==> config.mk <==
export PLATFORM = sky130hd
export DESIGN_NAME = fifo_wr_arbiter
export DESIGN_NICKNAME = d
export VERILOG_FILES = /design/src/rtl/fifo_wr_arbiter.sv
export SDC_FILE = /design/constraint.sdc
export NUM_CORES = 1
export LEC_CHECK = 0
export ABC_CLOCK_PERIOD_IN_PS = 1950
export BUFFER_PORTS_ARGS = -buffer_cell sky130_fd_sc_hd__buf_2
export CORE_ASPECT_RATIO = 0.5
export CORE_MARGIN = 2
export CORE_UTILIZATION = 43
export CTS_CLUSTER_DIAMETER = 100
export DETAILED_ROUTE_END_ITERATION = 7
export PLACE_DENSITY_LB_ADDON = 0.05
export SLEW_MARGIN = 20
export SYNTH_ARGS = -nofsm -noshare
export SYNTH_HDL_FRONTEND = slang
export SYNTH_SLANG_ARGS = --single-unit
==> constraint.sdc <==
create_clock -name clk -period 1.95 [get_ports clk]
set_input_delay 0.195 -clock clk [delete_from_list [all_inputs] [get_ports clk]]
set_output_delay 0.195 -clock clk [all_outputs]
set_load 0.02 [all_outputs]
==> src/rtl/fifo_wr_arbiter.sv <==
// fifo_wr_arbiter
//   Round-robin write arbiter sharing one FIFO write port among NREQ
//   producers. A producer that wins may keep ownership for up to MAXBURST
//   back-to-back writes. Grant is combinational (zero-cycle accept).
// Ports
//   clk, rst_n    : clock, async active-low reset
//   req           : per-requester write request
//   req_data      : flattened data, requester i at [i*DWIDTH +: DWIDTH]
//   gnt           : one-hot-or-zero accept strobe
//   fifo_full     : FIFO full, stalls all grants
//   fifo_wr_en    : FIFO write enable (OR of gnt)
//   fifo_data_in  : granted data, zero when no grant
//   owner         : current burst owner (valid while busy)
//   busy          : high while in a burst
module fifo_wr_arbiter #(
  parameter int NREQ     = 4,
  parameter int DWIDTH   = 8,
  parameter int MAXBURST = 4,
  localparam int IW      = (NREQ > 1) ? $clog2(NREQ) : 1
) (
  input  logic                     clk,
  input  logic                     rst_n,
  input  logic [NREQ-1:0]          req,
  input  logic [NREQ*DWIDTH-1:0]   req_data,
  output logic [NREQ-1:0]          gnt,
  input  logic                     fifo_full,
  output logic                     fifo_wr_en,
  output logic [DWIDTH-1:0]        fifo_data_in,
  output logic [IW-1:0]            owner,
  output logic                     busy
);

  typedef enum logic {IDLE, BURST} state_t;

  state_t                        state;
  logic [IW-1:0]                 last;
  logic [7:0]                    cnt;
  logic [NREQ-1:0][DWIDTH-1:0]   words;
  logic [IW-1:0]                 pick, idx, win;
  logic                          pick_vld, hold_burst, grant;

  assign words = req_data;

  // Search offsets NREQ..1 so the smallest offset from last+1 is written
  // last and wins; offset NREQ is the previous winner itself (lowest prio).
  always_comb begin
    pick_vld = 1'b0;
    pick     = '0;
    idx      = '0;
    for (int k = NREQ; k >= 1; k--) begin
      idx = IW'((int'(last) + k) % NREQ);
      if (req[idx]) begin
        pick_vld = 1'b1;
        pick     = idx;
      end
    end
  end

  // Owner still requesting keeps the port; if it dropped, fall through to a
  // fresh pick in the same cycle so there is no bubble.
  assign hold_burst = (state == BURST) && req[owner];

  always_comb begin
    grant = 1'b0;
    win   = owner;
    if (rst_n) begin
      if (hold_burst) begin
        grant = !fifo_full;
      end else if (!fifo_full && pick_vld) begin
        grant = 1'b1;
        win   = pick;
      end
    end
  end

  assign gnt          = grant ? (NREQ'(1) << win) : '0;
  assign fifo_wr_en   = grant;
  assign fifo_data_in = grant ? words[win] : '0;
  assign busy         = (state == BURST);

  always_ff @(posedge clk or negedge rst_n) begin
    if (!rst_n) begin
      state <= IDLE;
      cnt   <= 8'd0;
      owner <= '0;
      last  <= IW'(NREQ - 1);
    end else if (hold_burst) begin
      // full stalls with state/cnt/owner held
      if (grant) begin
        cnt <= cnt + 8'd1;
        if (cnt + 8'd1 == 8'(MAXBURST)) state <= IDLE;
      end
    end else if (grant) begin
      last  <= pick;
      owner <= pick;
      cnt   <= 8'd1;
      state <= (MAXBURST > 1) ? BURST : IDLE;
    end else begin
      state <= IDLE;
    end
  end

endmodule

# --- After elaboration in Yosys (flattened, before gate mapping) ---
# Cells that the tools add are included.
totals:
  ff_bits: 13
  in_bits: 39
  elab_cells: 60
op_classes:
  order_cmp: 6
  n_reduce_logical: 5
  n_addsub: 5
  shifts: 1
  n_bitwise: 1
  eq_ne: 3
  muxes: 35
op_table:
  columns: ["operator", "count"]
  rows:
  - ["8-bit 2-to-1 mux", 5]
  - ["2-bit by 3-bit less-than comparator with 1-bit output (second input constant)", 6]
  - ["8-bit binary-select mux with 2-bit select", 1]
  - ["1-bit 2-to-1 mux", 16]
  - ["2-bit 2-to-1 mux", 7]
  - ["1-bit binary-select mux with 2-bit select", 5]
  - ["8-bit by 1-bit adder with 8-bit output (second input constant)", 1]
  - ["8-bit by 3-bit equality test with 1-bit output (second input constant)", 1]
  - ["2-bit by 1-bit adder with 2-bit output (second input constant)", 2]
  - ["2-bit adder (second input constant)", 2]
  - ["4-bit 2-to-1 mux", 1]
  - ["2-bit by 1-bit inequality test with 1-bit output (second input constant)", 2]
  - ["2-bit AND reduction", 2]
  - ["1-bit by 2-bit left shift with 4-bit output (first input constant)", 1]
  - ["1-bit logical AND", 2]
  - ["1-bit logical NOT", 1]
  - ["1-bit inverter", 1]

# --- Longest topological paths before layout ---
# Gate-level depths: netlist of the first run.
depth:
  depth_word: 14
  ltp_mapped: 8
  ltp_nobuf: 6

# --- Least setup slack after synthesis of the first run ---
# Ideal clock, no wire load.
synth_timing:
  path_type: "flip-flop to output port"
  start: "register owner[0]"
  end: "output port fifo_data_in[2]"
  t_arrival_ns: 2.091
  required_ns: 1.755
  path_slack_ns: -0.336
  stages_incl_launch_ff: 8
  path_cell_list: "dfrtp_1 > mux2i_1 > o22ai_4 > or2_1 > buf_6 > nor3_1 > a2111oi_2 > a311o_1"
synth_via:
  elab_chain_cells: 8
  word_cells_on_any_way: 11
synth_lines:
  columns: ["element", "line_no", "rtl"]
  rows:
  - ["from (decl)", "29", "output logic [IW-1:0] owner,"]
  - ["from (signal assigned)", "95", "owner <= pick;"]
  - ["1-bit binary-select mux with 2-bit select", "61", "assign hold_burst = (state == BURST) && req[owner];"]
  - ["1-bit 2-to-1 mux (implied by the code)", "61", null]
  - ["1-bit logical AND", "61", null]
  - ["2-bit 2-to-1 mux", "67", "if (hold_burst) begin"]
  - ["2-bit 2-to-1 mux", "66", "if (rst_n) begin"]
  - ["8-bit binary-select mux with 2-bit select", "78", "assign fifo_data_in = grant ? words[win] : '0;"]
  - ["8-bit 2-to-1 mux (implied by the code)", "78", null]
  - ["8-bit 2-to-1 mux (*)", "78", null]
  - ["to (decl)", "28", "output logic [DWIDTH-1:0] fifo_data_in,"]
# Every way passes the cells marked *; elsewhere a longest branch is shown, timed or not. The select of a mux whose other input is x is not followed.

# --- Worst setup path in the final report of the first run ---
layout_timing:
  start: "register last[1]"
  end: "output port fifo_data_in[4]"
layout_via:
  elab_chain_cells: 14
  word_cells_on_any_way: 30
layout_lines:
  columns: ["element", "line_no", "rtl"]
  rows:
  - ["from (decl)", "36", "logic [IW-1:0] last;"]
  - ["from (signal assigned)", "86", "last <= IW'(NREQ - 1);"]
  - ["from (signal assigned)", "94", "last <= pick;"]
  - ["2-bit by 1-bit adder with 2-bit output", "51", "idx = IW'((int'(last) + k) % NREQ);"]
  - ["1-bit binary-select mux with 2-bit select", "52", "if (req[idx]) begin"]
  - ["1-bit 2-to-1 mux (implied by the code)", "52", null]
  - ["1-bit 2-to-1 mux (4 in a row)", "52", null]
  - ["1-bit logical AND", "69", "end else if (!fifo_full && pick_vld) begin"]
  - ["2-bit 2-to-1 mux", "69", null]
  - ["2-bit 2-to-1 mux", "67", null]
  - ["2-bit 2-to-1 mux", "66", null]
  - ["8-bit binary-select mux with 2-bit select", "78", null]
  - ["8-bit 2-to-1 mux (implied by the code)", "78", null]
  - ["8-bit 2-to-1 mux (*)", "78", null]
# Marks and branches as above.

==> results of run 1 <==
## routing by layer
layer  up-vias  part of all wire, %  track usage (%)
met5         -                    0                0
met4         0                  2.6             8.81
met3        14                  8.4             5.17
met2        80                   49             43.7
met1       753                   40             29.9
li1        715                    -                -
## report_power, final
part | switching, mW | total (mW) | leakage, nW | internal (mW)
combinational | 0.856 | 1.64 | 0.839 | 0.788
sequential | 0.0874 | 0.447 | 0.164 | 0.359
clock | 0.0876 | 0.231 | 0.0228 | 0.144
total | 1.03 | 2.32 | 1.03 | 1.29
## registers in the layout, indices dropped and copies added, names as in the netlist
signal,count
owner,2
cnt,8
busy,1
last,2
## cells by family after synthesis
| group | count (synthesis) | share of synthesized area (%) |
|---|---|---|
| compound gates | 39 | 31.9 |
| simple gates | 65 | 27.1 |
| buf+inv | 20 | 7.81 |
| flops | 13 | 25.9 |
| fa+ha+maj | 1 | 0.989 |
| mux | 6 | 4.85 |
| xor+xnor | 2 | 1.39 |
## how the worst max path moves through the flow
stage,from,endpoint,slack [ps],cells past startpoint
final,last[1],fifo_data_in[4],-590,7
after global routing,last[1],fifo_data_in[4],-660,7
after CTS,last[1],fifo_data_in[4],-510,7
after detailed placement,last[1],fifo_data_in[2],-320,7
after global placement,last[1],fifo_data_in[4],-310,7
after floorplan,owner[0],fifo_data_in[6],-190,6
## what timing repair did
item / CTS / global route
setup buffers: 5 / 1
hold buffers: 1 / 0
gates cloned: 1 / 1
endpoints found under the hold margin: 11 / 0
endpoints found under the setup margin: 12 / 12
resized for setup: 49 / 16
pin swaps: 21 / 8
## cells in the mapped netlist
cell type,number,area [sq um]
nor2_1,18,67.6
and3_1,11,68.8
dfrtp_1,11,275
inv_1,11,41.3
nand2_1,9,33.8
o21ai_0,9,45.0
a2111oi_2,8,120
a311o_1,8,80.1
nand3_1,6,30.0
nor3_1,6,30.0
mux2i_1,5,50.1
buf_2,4,20.0
nand2b_1,4,25.0
nor3_2,3,30.0
a211oi_1,2,15.0
and2_1,2,12.5
buf_6,2,22.5
dfstp_2,2,52.6
nor2b_1,2,12.5
xor2_1,2,17.5
a211oi_2,1,12.5
a21o_1,1,7.51
a21oi_1,1,5.00
a22o_1,1,8.76
a22o_4,1,17.5
a31o_2,1,8.76
a32o_1,1,10.0
a41oi_1,1,8.76
buf_1,1,3.75
buf_4,1,7.51
ha_1,1,12.5
inv_2,1,3.75
mux2_2,1,11.3
nor2_4,1,11.3
nor4b_1,1,8.76
o21ai_2,1,8.76
o221ai_1,1,8.76
o22ai_4,1,20.0
o41ai_4,1,27.5
or2_1,1,6.26
or3_1,1,6.26
## worst min-delay path, cell delays in order
cell and delay [ps]:
buf_2 90, dlygate4sd3_1 540, buf_4 210
## area by class of cell
cell class,count,share of cell area [%]
repair buffers,87,28.1
clock buffers,4,2.04
well taps,37,2.10
inverters,12,2.15
flip-flops and latches,13,14.9
multi-input cells,113,50.7
==> summary.txt, run 1 <==
Syn Nets = 186
PortBufs = 54
Status = finished, violations left
Worst Path Buf+Inv = 2
Commonest non-fill, non-tap cell in the layout = buf_2
Setup crit end kind = output port
Final setup vio count = 12
CTS sink count = 13
Total gr overflow = 0
Crit path kind = flip-flop to output port
Total core area = 2700 sq um
Reg2reg setup slack = 140 ps
Area of the multi-input gates = 1120 sq um
Setup Total Neg Slack = -5170 ps
Slew Viols, Final = 0
HPWL Detailed = 2710 microns
CTS tree = built
Slowest stage delay, CP = 570 ps
Slowest-stage cell, CP = dfstp_2
Hold crit path type = primary input to asynchronous set/reset pin
Power Total = 2.32 mW
Setup WS post-layout = -590 ps
Cell area after layout = 2210 sq um
Largest net degree at the start of global routing = 14
Leak = 1.03 nW
Die height = 42.4 microns
Row count = 13
VDD IR-drop max = 704 uV
Worst setup SP type = flip-flop
Synth Cell Area = 1260 sq um
Routed wire length = 4690 microns
First-pass GRT wire length = 6610 microns
Post-route minimum period = 2540 ps
Final Util = 81.7%
CP required = 1750 ps
Max-cap viol count = 0
R2R Path End = owner[0]
CTS H-tree lvls = 1
# DRC = 0
Die width = 80.7 microns
Initial core utilization = 46.8%
P per Cell Area = 1050 nW/um^2
R2r startpoint = owner[0]
Clk slew on worst S/H paths = 50 ps
DR WL/cell = 17.6 microns
Total CTS buffers = 3
CP cell instances = mux2i_2 -> o221ai_2 -> buf_4 -> a22o_4 -> a2111oi_4 -> a311o_1 -> buf_6
Vias per cell = 5.87
Post-synthesis register bit count = 13
Number of global-route vias before repair = 1465
Skew final = 1.72 ps
Initial antenna violation count = 0
Non-Filler Instances = 266
Clk_lat worst skew = 240 ps
Area Growth Syn to Fin = 74.5%
WHS = 436 ps
Failing checks = negative setup slack
Most frequent cells in the layout = buf_2, buf_4, nor2_1
Layout cell share with drive strength beyond 1 = 58.1%
YS warnings = 0
Final Hold Fails = 0
Dpl ws = -324 ps
Fin nets = 270
Gpl congestion = 0.814
# diodes = 0
DR iter-0 viols = 67
CTS max path bufs = 2
Placed insts = 253
Die area = 3420 sq um
Sequential share of the synthesized area = 25.9%
Register area = 329 sq um
Worst Tran Pin Value = 429 ps
I/O pin cnt = 55
R2R depth = 7
Cells after Synth = 146
Arr. time, crit path = 2340 ps
GR Util All Layers = 24.7%
Cell family with most CP delay = compound AO/OA/AOI/OAI gates
Total number of vias = 1562
Fillcell total = 142
Fmax = 394 MHz
Max-slew headroom = 71.3%
Library cells used by synthesis = 41
CTS Root Cell = clkbuf_8
1st-pass router iterations = 4
Final period util = 130%
Dpl cell area = 1740 sq um
RSZ-0062 raised after global routing = yes
Post-route ant nets = 0
Max FO, Critical Path = 8
Post-Syn Area per Cell = 8.66 sq um
Power figures use the tool's default switching activity.
==> inputs of run 2 (changes only) <==
Settings changed: CORE_ASPECT_RATIO 0.5 to 0.9.
==> run 2 against run 1 <==
Effect of this change: the run still ends with negative setup slack left; fmax grew 0.51%; clock-buffer cell count unchanged; worst setup slack gained 13 ps; largest cell class unchanged; final cell count rose by 0.75%.
==> summary.txt, run 2 (synthesis gave the netlist of run 1 again) <==
Status = finished, violations left (unchanged)
Failing checks = negative setup slack (unchanged)
Total core area = 2770 sq um (was 2700 sq um)
PortBufs = 54 (unchanged)
Clock power share = 8.2% (was 10.0%)
CTS H-tree lvls = 1 (unchanged)
Initial core utilization = 45.7% (was 46.8%)
Clk_lat worst skew = 280 ps (was 240 ps)
# diodes = 0 (unchanged)
Post-route minimum period = 2530 ps (was 2540 ps)
Power Total = 2.06 mW (was 2.32 mW)
Number of global-route vias before repair = 1487 (was 1465)
Largest net degree at the start of global routing = 14 (unchanged)
Crit path kind = flip-flop to output port (unchanged)
Hold crit path type = primary input to asynchronous set/reset pin (unchanged)
Cell family with most CP delay = compound AO/OA/AOI/OAI gates (unchanged)
Worst Tran Pin Value = 436 ps (was 429 ps)
Slowest-stage cell, CP = dfstp_2 (unchanged)
Arr. time, crit path = 2330 ps (was 2340 ps)
Most common cell on crit path = buf_4
Fillcell total = 213 (was 142)
GR Util All Layers = 25.2% (was 24.7%)
1st-pass router iterations = 4 (unchanged)
Initial antenna violation count = 0 (unchanged)
Cell internal pwr = 1.11 mW (was 1.29 mW)
Final Util = 75.5% (was 81.7%)
VDD IR-drop max = 590 uV (was 704 uV)
Final period util = 130% (about the same)
# DRC = 0 (unchanged)
Register share of total power = 21.7% (was 19.2%)
Setup WS post-layout = -577 ps (was -590 ps)
Reg with most FFs = cnt (unchanged)
Max FFs per register = 8 (unchanged)
RSZ-0062 raised after global routing = yes (unchanged)
Row count = 18 (was 13)
Fin nets = 269 (was 270)
Gpl congestion = 0.874 (was 0.814)
Die area = 3390 sq um (was 3420 sq um)
Skew final = 12.6 ps (was 1.72 ps)
DR WL/cell = 15.5 microns (was 17.6 microns)
HPWL Detailed = 2850 microns (was 2710 microns)
Max FO, Critical Path = 10 (was 8)
Layout cell share with drive strength beyond 1 = 57.0% (was 58.1%)
CTS tree = built (unchanged)
Comb pwr share = 70.1% (was 70.8%)
Max-cap viol count = 0 (unchanged)
Most frequent cells in the layout = buf_2, buf_4, nor2_1 (unchanged)
Total gr overflow = 0 (unchanged)
Total number of vias = 1493 (was 1562)
Leak = 0.975 nW (was 1.03 nW)
Setup Total Neg Slack = -5660 ps (was -5170 ps)
Max-slew headroom = 70.8% (was 71.3%)
Setup crit end kind = output port (unchanged)
Sw Ratio = 46.2% (was 44.4%)
P per Cell Area = 983 nW/um^2 (was 1050 nW/um^2)
Net switching power = 0.951 mW (was 1.03 mW)
Die height = 55.5 microns (was 42.4 microns)
Final setup vio count = 12 (unchanged)
Vias per cell = 5.57 (was 5.87)
Worst Path Buf+Inv = 2 (unchanged)
Area Growth Syn to Fin = 65.4% (was 74.5%)
Die width = 61.2 microns (was 80.7 microns)
Worst setup SP type = flip-flop (unchanged)
Routed wire length = 4160 microns (was 4690 microns)
Commonest non-fill, non-tap cell in the layout = buf_2 (unchanged)
I/O pin cnt = 55 (unchanged)
Slowest stage delay, CP = 570 ps (about the same)
CP cell instances = nand2b_1 -> a21oi_1 -> o221ai_2 -> mux2i_2 -> buf_4 -> and3_1 -> a311o_1 -> buf_4 (was mux2i_2 -> o221ai_2 -> buf_4 -> a22o_4 -> a2111oi_4 -> a311o_1 -> buf_6)
DR iter-0 viols = 90 (was 67)
CTS max path bufs = 2 (unchanged)
CP required = 1750 ps (about the same)
Slew Viols, Final = 0 (unchanged)
Final Hold Fails = 0 (unchanged)
Fmax = 396 MHz (was 394 MHz)
Largest registers = cnt: 8 flops, last: 2 flops, owner: 2 flops (unchanged)
Total CTS buffers = 3 (unchanged)
CTS sink count = 13 (unchanged)
CTS Root Cell = clkbuf_4 (was clkbuf_8)
Clk slew on worst S/H paths = 90 ps (was 50 ps)
Post-route ant nets = 0 (unchanged)
First-pass GRT wire length = 6550 microns (was 6610 microns)
[run 2: cell count changes in the layout (fill, tap and decap cells not counted), moves of 3 or more]
cell,change
buf_2,+3
buf_6,-4
clkbuf_4,+3
clkbuf_8,-3
nor3_2,+7
nor3_4,-7
[run 2: layout make-up]
cell class | instances | area (sq um) | share of cell area [%]
Multi-Input combinational cell | 113 | 1060 | 50.6
Timing Repair Buffer | 86 | 583 | 27.9
Sequential cell | 13 | 329 | 15.7
Clock buffer | 4 | 26.3 | 1.26
Inverter | 12 | 45.0 | 2.15
Tap cell | 40 | 50.0 | 2.39
[run 2: through the flow]
stage,setup slack [ps],instances,hold slack [ps],area [sq um]
after floorplan,-188,146,-101,1280
after global placement,-361,259,142,1760
after detailed placement,-368,259,148,1760
after CTS,-532,267,376,2030
after global routing,-706,268,405,2090
final,-577,268,375,2090
[run 2: path summary, 6_finish.rpt]
check                             endpoint  slack, ps  startpoint  depth (start not counted)
hold reg to reg                     cnt[1]        530      cnt[1]                          1
hold / removal                      cnt[4]        370       rst_n                          3
setup / recovery           fifo_data_in[1]       -580     last[1]                          8
max in group asynchronous          last[0]       1340       rst_n                          3
min in group clk                    cnt[4]        410   fifo_full                          5
setup reg to reg                    cnt[5]        310    owner[0]                          7
[run 2: power groups by stage]
stage	clock (mW)	combinational [mW]	sequential (mW)
6_report	0.168	1.44	0.447
5_1_grt	0.189	1.54	0.458
4_1_cts	0.173	1.35	0.444
3_5_place_dp	0	1.14	0.446
3_3_place_gp	0	1.11	0.440
2_1_floorplan	0	0.690	0.475
[run 2: tightest hold or removal path, delay by kind of cell]
family,cells,cell delay [ps]
buffers and inverters,3,820
[run 2: routing by layer]
| metal | vias up | global-route usage, % | wire (microns) |
|---|---|---|---|
| met2 | 69 | 42.2 | 2130 |
| li1 | 709 | - | - |
| met5 | - | 0 | 0 |
| met4 | 0 | 6.52 | 53 |
| met3 | 8 | 6.09 | 267 |
| met1 | 707 | 31.5 | 1700 |
[run 2: repair_timing]
action	CTS	global route
hold endpoints to repair	11	0
buffers inserted	2	0
pin swaps	13	0
setup endpoints to repair	12	12
cloned	1	1
resized for setup	37	9
hold buffers	1	0
==> inputs of run 3 (changes only) <==
Settings changed: PLACE_DENSITY set to 0.87, PLACE_DENSITY_LB_ADDON 0.05 to unset, SETUP_SLACK_MARGIN set to 0.2.
==> run 3 against run 2 <==
Effect of this change: worst hold slack gained 18 ps; die area is the same; combinational power grew 27%; design area grew 9.6%; worst setup slack lost 160 ps; critical path depth shrank 2; flip-flop and latch count is the same; clock-buffer cell count is the same; first-iteration DRC count grew 16%; clock power is essentially flat; the run still ends with negative setup slack left; total power grew 19%; highest routed layer unchanged.
==> summary.txt, run 3 (synthesis gave the netlist of run 1 again) <==
Status = finished, violations left (unchanged)
Failing checks = negative setup slack (unchanged)
Clk_lat worst skew = 280 ps (about the same)
Max FFs per register = 8 (unchanged)
Arr. time, crit path = 2490 ps (was 2330 ps)
Crit path kind = flip-flop to output port (unchanged)
Final Util = 82.8% (was 75.5%)
VDD IR-drop max = 864 uV (was 590 uV)
Row count = 18 (unchanged)
Skew final = 4.90 ps (was 12.6 ps)
Leak = 1.05 nW (was 0.975 nW)
CTS Root Cell = clkbuf_4 (unchanged)
Slew Viols, Final = 0 (unchanged)
CTS tree = built (unchanged)
Fillcell total = 145 (was 213)
# DRC = 0 (unchanged)
Post-route minimum period = 2690 ps (was 2530 ps)
Cell internal pwr = 1.33 mW (was 1.11 mW)
Non-Filler Instances = 276 (was 268)
Setup crit end kind = output port (unchanged)
# diodes = 0 (unchanged)
Area of the multi-input gates = 1120 sq um (was 1060 sq um)
Worst Tran Pin Value = 423 ps (was 436 ps)
Crit path from = last[1] (unchanged)
Reg2reg setup slack = 170 ps (was 310 ps)
Max FO, Critical Path = 8 (was 10)
P per Cell Area = 1070 nW/um^2 (was 983 nW/um^2)
CP required = 1750 ps (about the same)
Number of global-route vias before repair = 1555 (was 1487)
Commonest non-fill, non-tap cell in the layout = buf_2 (unchanged)
Gpl congestion = 0.812 (was 0.874)
GR Util All Layers = 30.6% (was 25.2%)
Net switching power = 1.13 mW (was 0.951 mW)
Dpl ws = -411 ps (was -368 ps)
Setup WS post-layout = -737 ps (was -577 ps)
Clock power share = 6.8% (was 8.2%)
Total gr overflow = 0 (unchanged)
Register share of total power = 18.8% (was 21.7%)
Largest net degree at the start of global routing = 14 (unchanged)
Power Total = 2.46 mW (was 2.06 mW)
Max-slew headroom = 71.7% (was 70.8%)
Die area = 3390 sq um (unchanged)
First-pass GRT wire length = 7910 microns (was 6550 microns)
Final setup vio count = 12 (unchanged)
Most frequent cells in the layout = buf_2, buf_4, buf_6 (was buf_2, buf_4, nor2_1)
Routed wire length = 5550 microns (was 4160 microns)
Final period util = 138% (was 130%)
CTS max path bufs = 2 (unchanged)
Total CTS buffers = 3 (unchanged)
Total core area = 2770 sq um (unchanged)
Reg with most FFs = cnt (unchanged)
PortBufs = 54 (unchanged)
Sw Ratio = 45.9% (was 46.2%)
R2r startpoint = owner[0] (unchanged)
Initial core utilization = 45.7% (unchanged)
Max-cap viol count = 0 (unchanged)
Comb pwr share = 74.4% (was 70.1%)
Register area = 329 sq um (unchanged)
Layout cell share with drive strength beyond 1 = 61.9% (was 57.0%)
Initial antenna violation count = 0 (unchanged)
Worst setup SP type = flip-flop (unchanged)
Final Hold Fails = 0 (unchanged)
Post-route ant nets = 0 (unchanged)
HPWL Detailed = 2840 microns (was 2850 microns)
1st-pass router iterations = 6 (was 4)
Placed insts = 257 (was 259)
I/O pin cnt = 55 (unchanged)
R2R depth = 6 (was 7)
RSZ-0062 raised after global routing = yes (unchanged)
CTS sink count = 13 (unchanged)
Largest registers = cnt: 8 flops, last: 2 flops, owner: 2 flops (unchanged)
CTS H-tree lvls = 1 (unchanged)
Die width = 61.2 microns (unchanged)
DR WL/cell = 20.1 microns (was 15.5 microns)
Vias per cell = 5.92 (was 5.57)
Total number of vias = 1635 (was 1493)
DR iter-0 viols = 104 (was 90)
Fmax = 372 MHz (was 396 MHz)
Area Growth Syn to Fin = 81.3% (was 65.4%)
Die height = 55.5 microns (unchanged)
Clk slew on worst S/H paths = 80 ps (was 90 ps)
Hold crit path type = primary input to asynchronous set/reset pin (unchanged)
Fin nets = 277 (was 269)
R2R Path End = last[0] (was cnt[5])
## run 3: cell types whose count changed in the layout (fill, tap and decap cells not counted), moves of 3 or more
| cell | change |
|---|---|
| o21ai_1 | +3 |
| buf_2 | -3 |
| buf_6 | +16 |
| buf_4 | -5 |
| o21ai_0 | -3 |
## run 3: worst max path at each step
| stage | to | slack (ps) |
|---|---|---|
| detailed placement | fifo_data_in[6] | -410 |
| finish | fifo_data_in[1] | -740 |
| CTS | fifo_data_in[6] | -580 |
| global route | fifo_data_in[1] | -870 |
| global placement | fifo_data_in[0] | -300 |
| floorplan | fifo_data_in[6] | -190 |
## run 3: cell type report
class                   count  share of cell area [%]
well taps                  40                    2.18
flip-flops and latches     13                    14.3
repair buffers             94                    31.0
clock buffers               4                    1.15
inverters                  12                    2.29
multi-input cells         113                    49.0
## run 3: metrics by stage
| stage | hold slack [ps] | TNS, ps | cell area (sq um) |
|---|---|---|---|
| after CTS | 380 | -5910 | 2120 |
| after detailed placement | 141 | -3270 | 1750 |
| after global placement | 141 | -2540 | 1750 |
| after floorplan | -101 | -1660 | 1280 |
| after global routing | 415 | -8200 | 2290 |
| final | 392 | -7190 | 2290 |
## run 3: metal layers
layer	GRT usage (%)	wire length, microns	vias to the layer above
li1	-	-	725
met1	43.7	2110	801
met2	49.4	2940	91
met3	3.04	328	18
met4	6.52	166	0
met5	0	0	-
## run 3: what timing repair did
action / 4_1_cts / 5_1_grt
endpoints found under the setup margin: 12 / 15
resized for setup: 54 / 32
pin swaps: 18 / 16
hold buffers: 1 / 0
buffers inserted: 7 / 4
endpoints found under the hold margin: 11 / 0
gates cloned: 2 / 1
## run 3: critical path, cell delays in order, from the launching register on
cell       delay (ps)
dfstp_2           600
mux2i_4           280
o221ai_4          170
a22o_4            340
a2111oi_2         460
a311o_1           230
buf_6             140
## run 3: power groups by stage
stage / Combinational [mW] / Clock, mW / Sequential [mW]
after floorplan: 0.690 / 0 / 0.475
after global placement: 1.10 / 0 / 0.439
after detailed placement: 1.13 / 0 / 0.443
after CTS: 1.49 / 0.169 / 0.439
after global routing: 1.91 / 0.186 / 0.473
final: 1.83 / 0.167 / 0.461
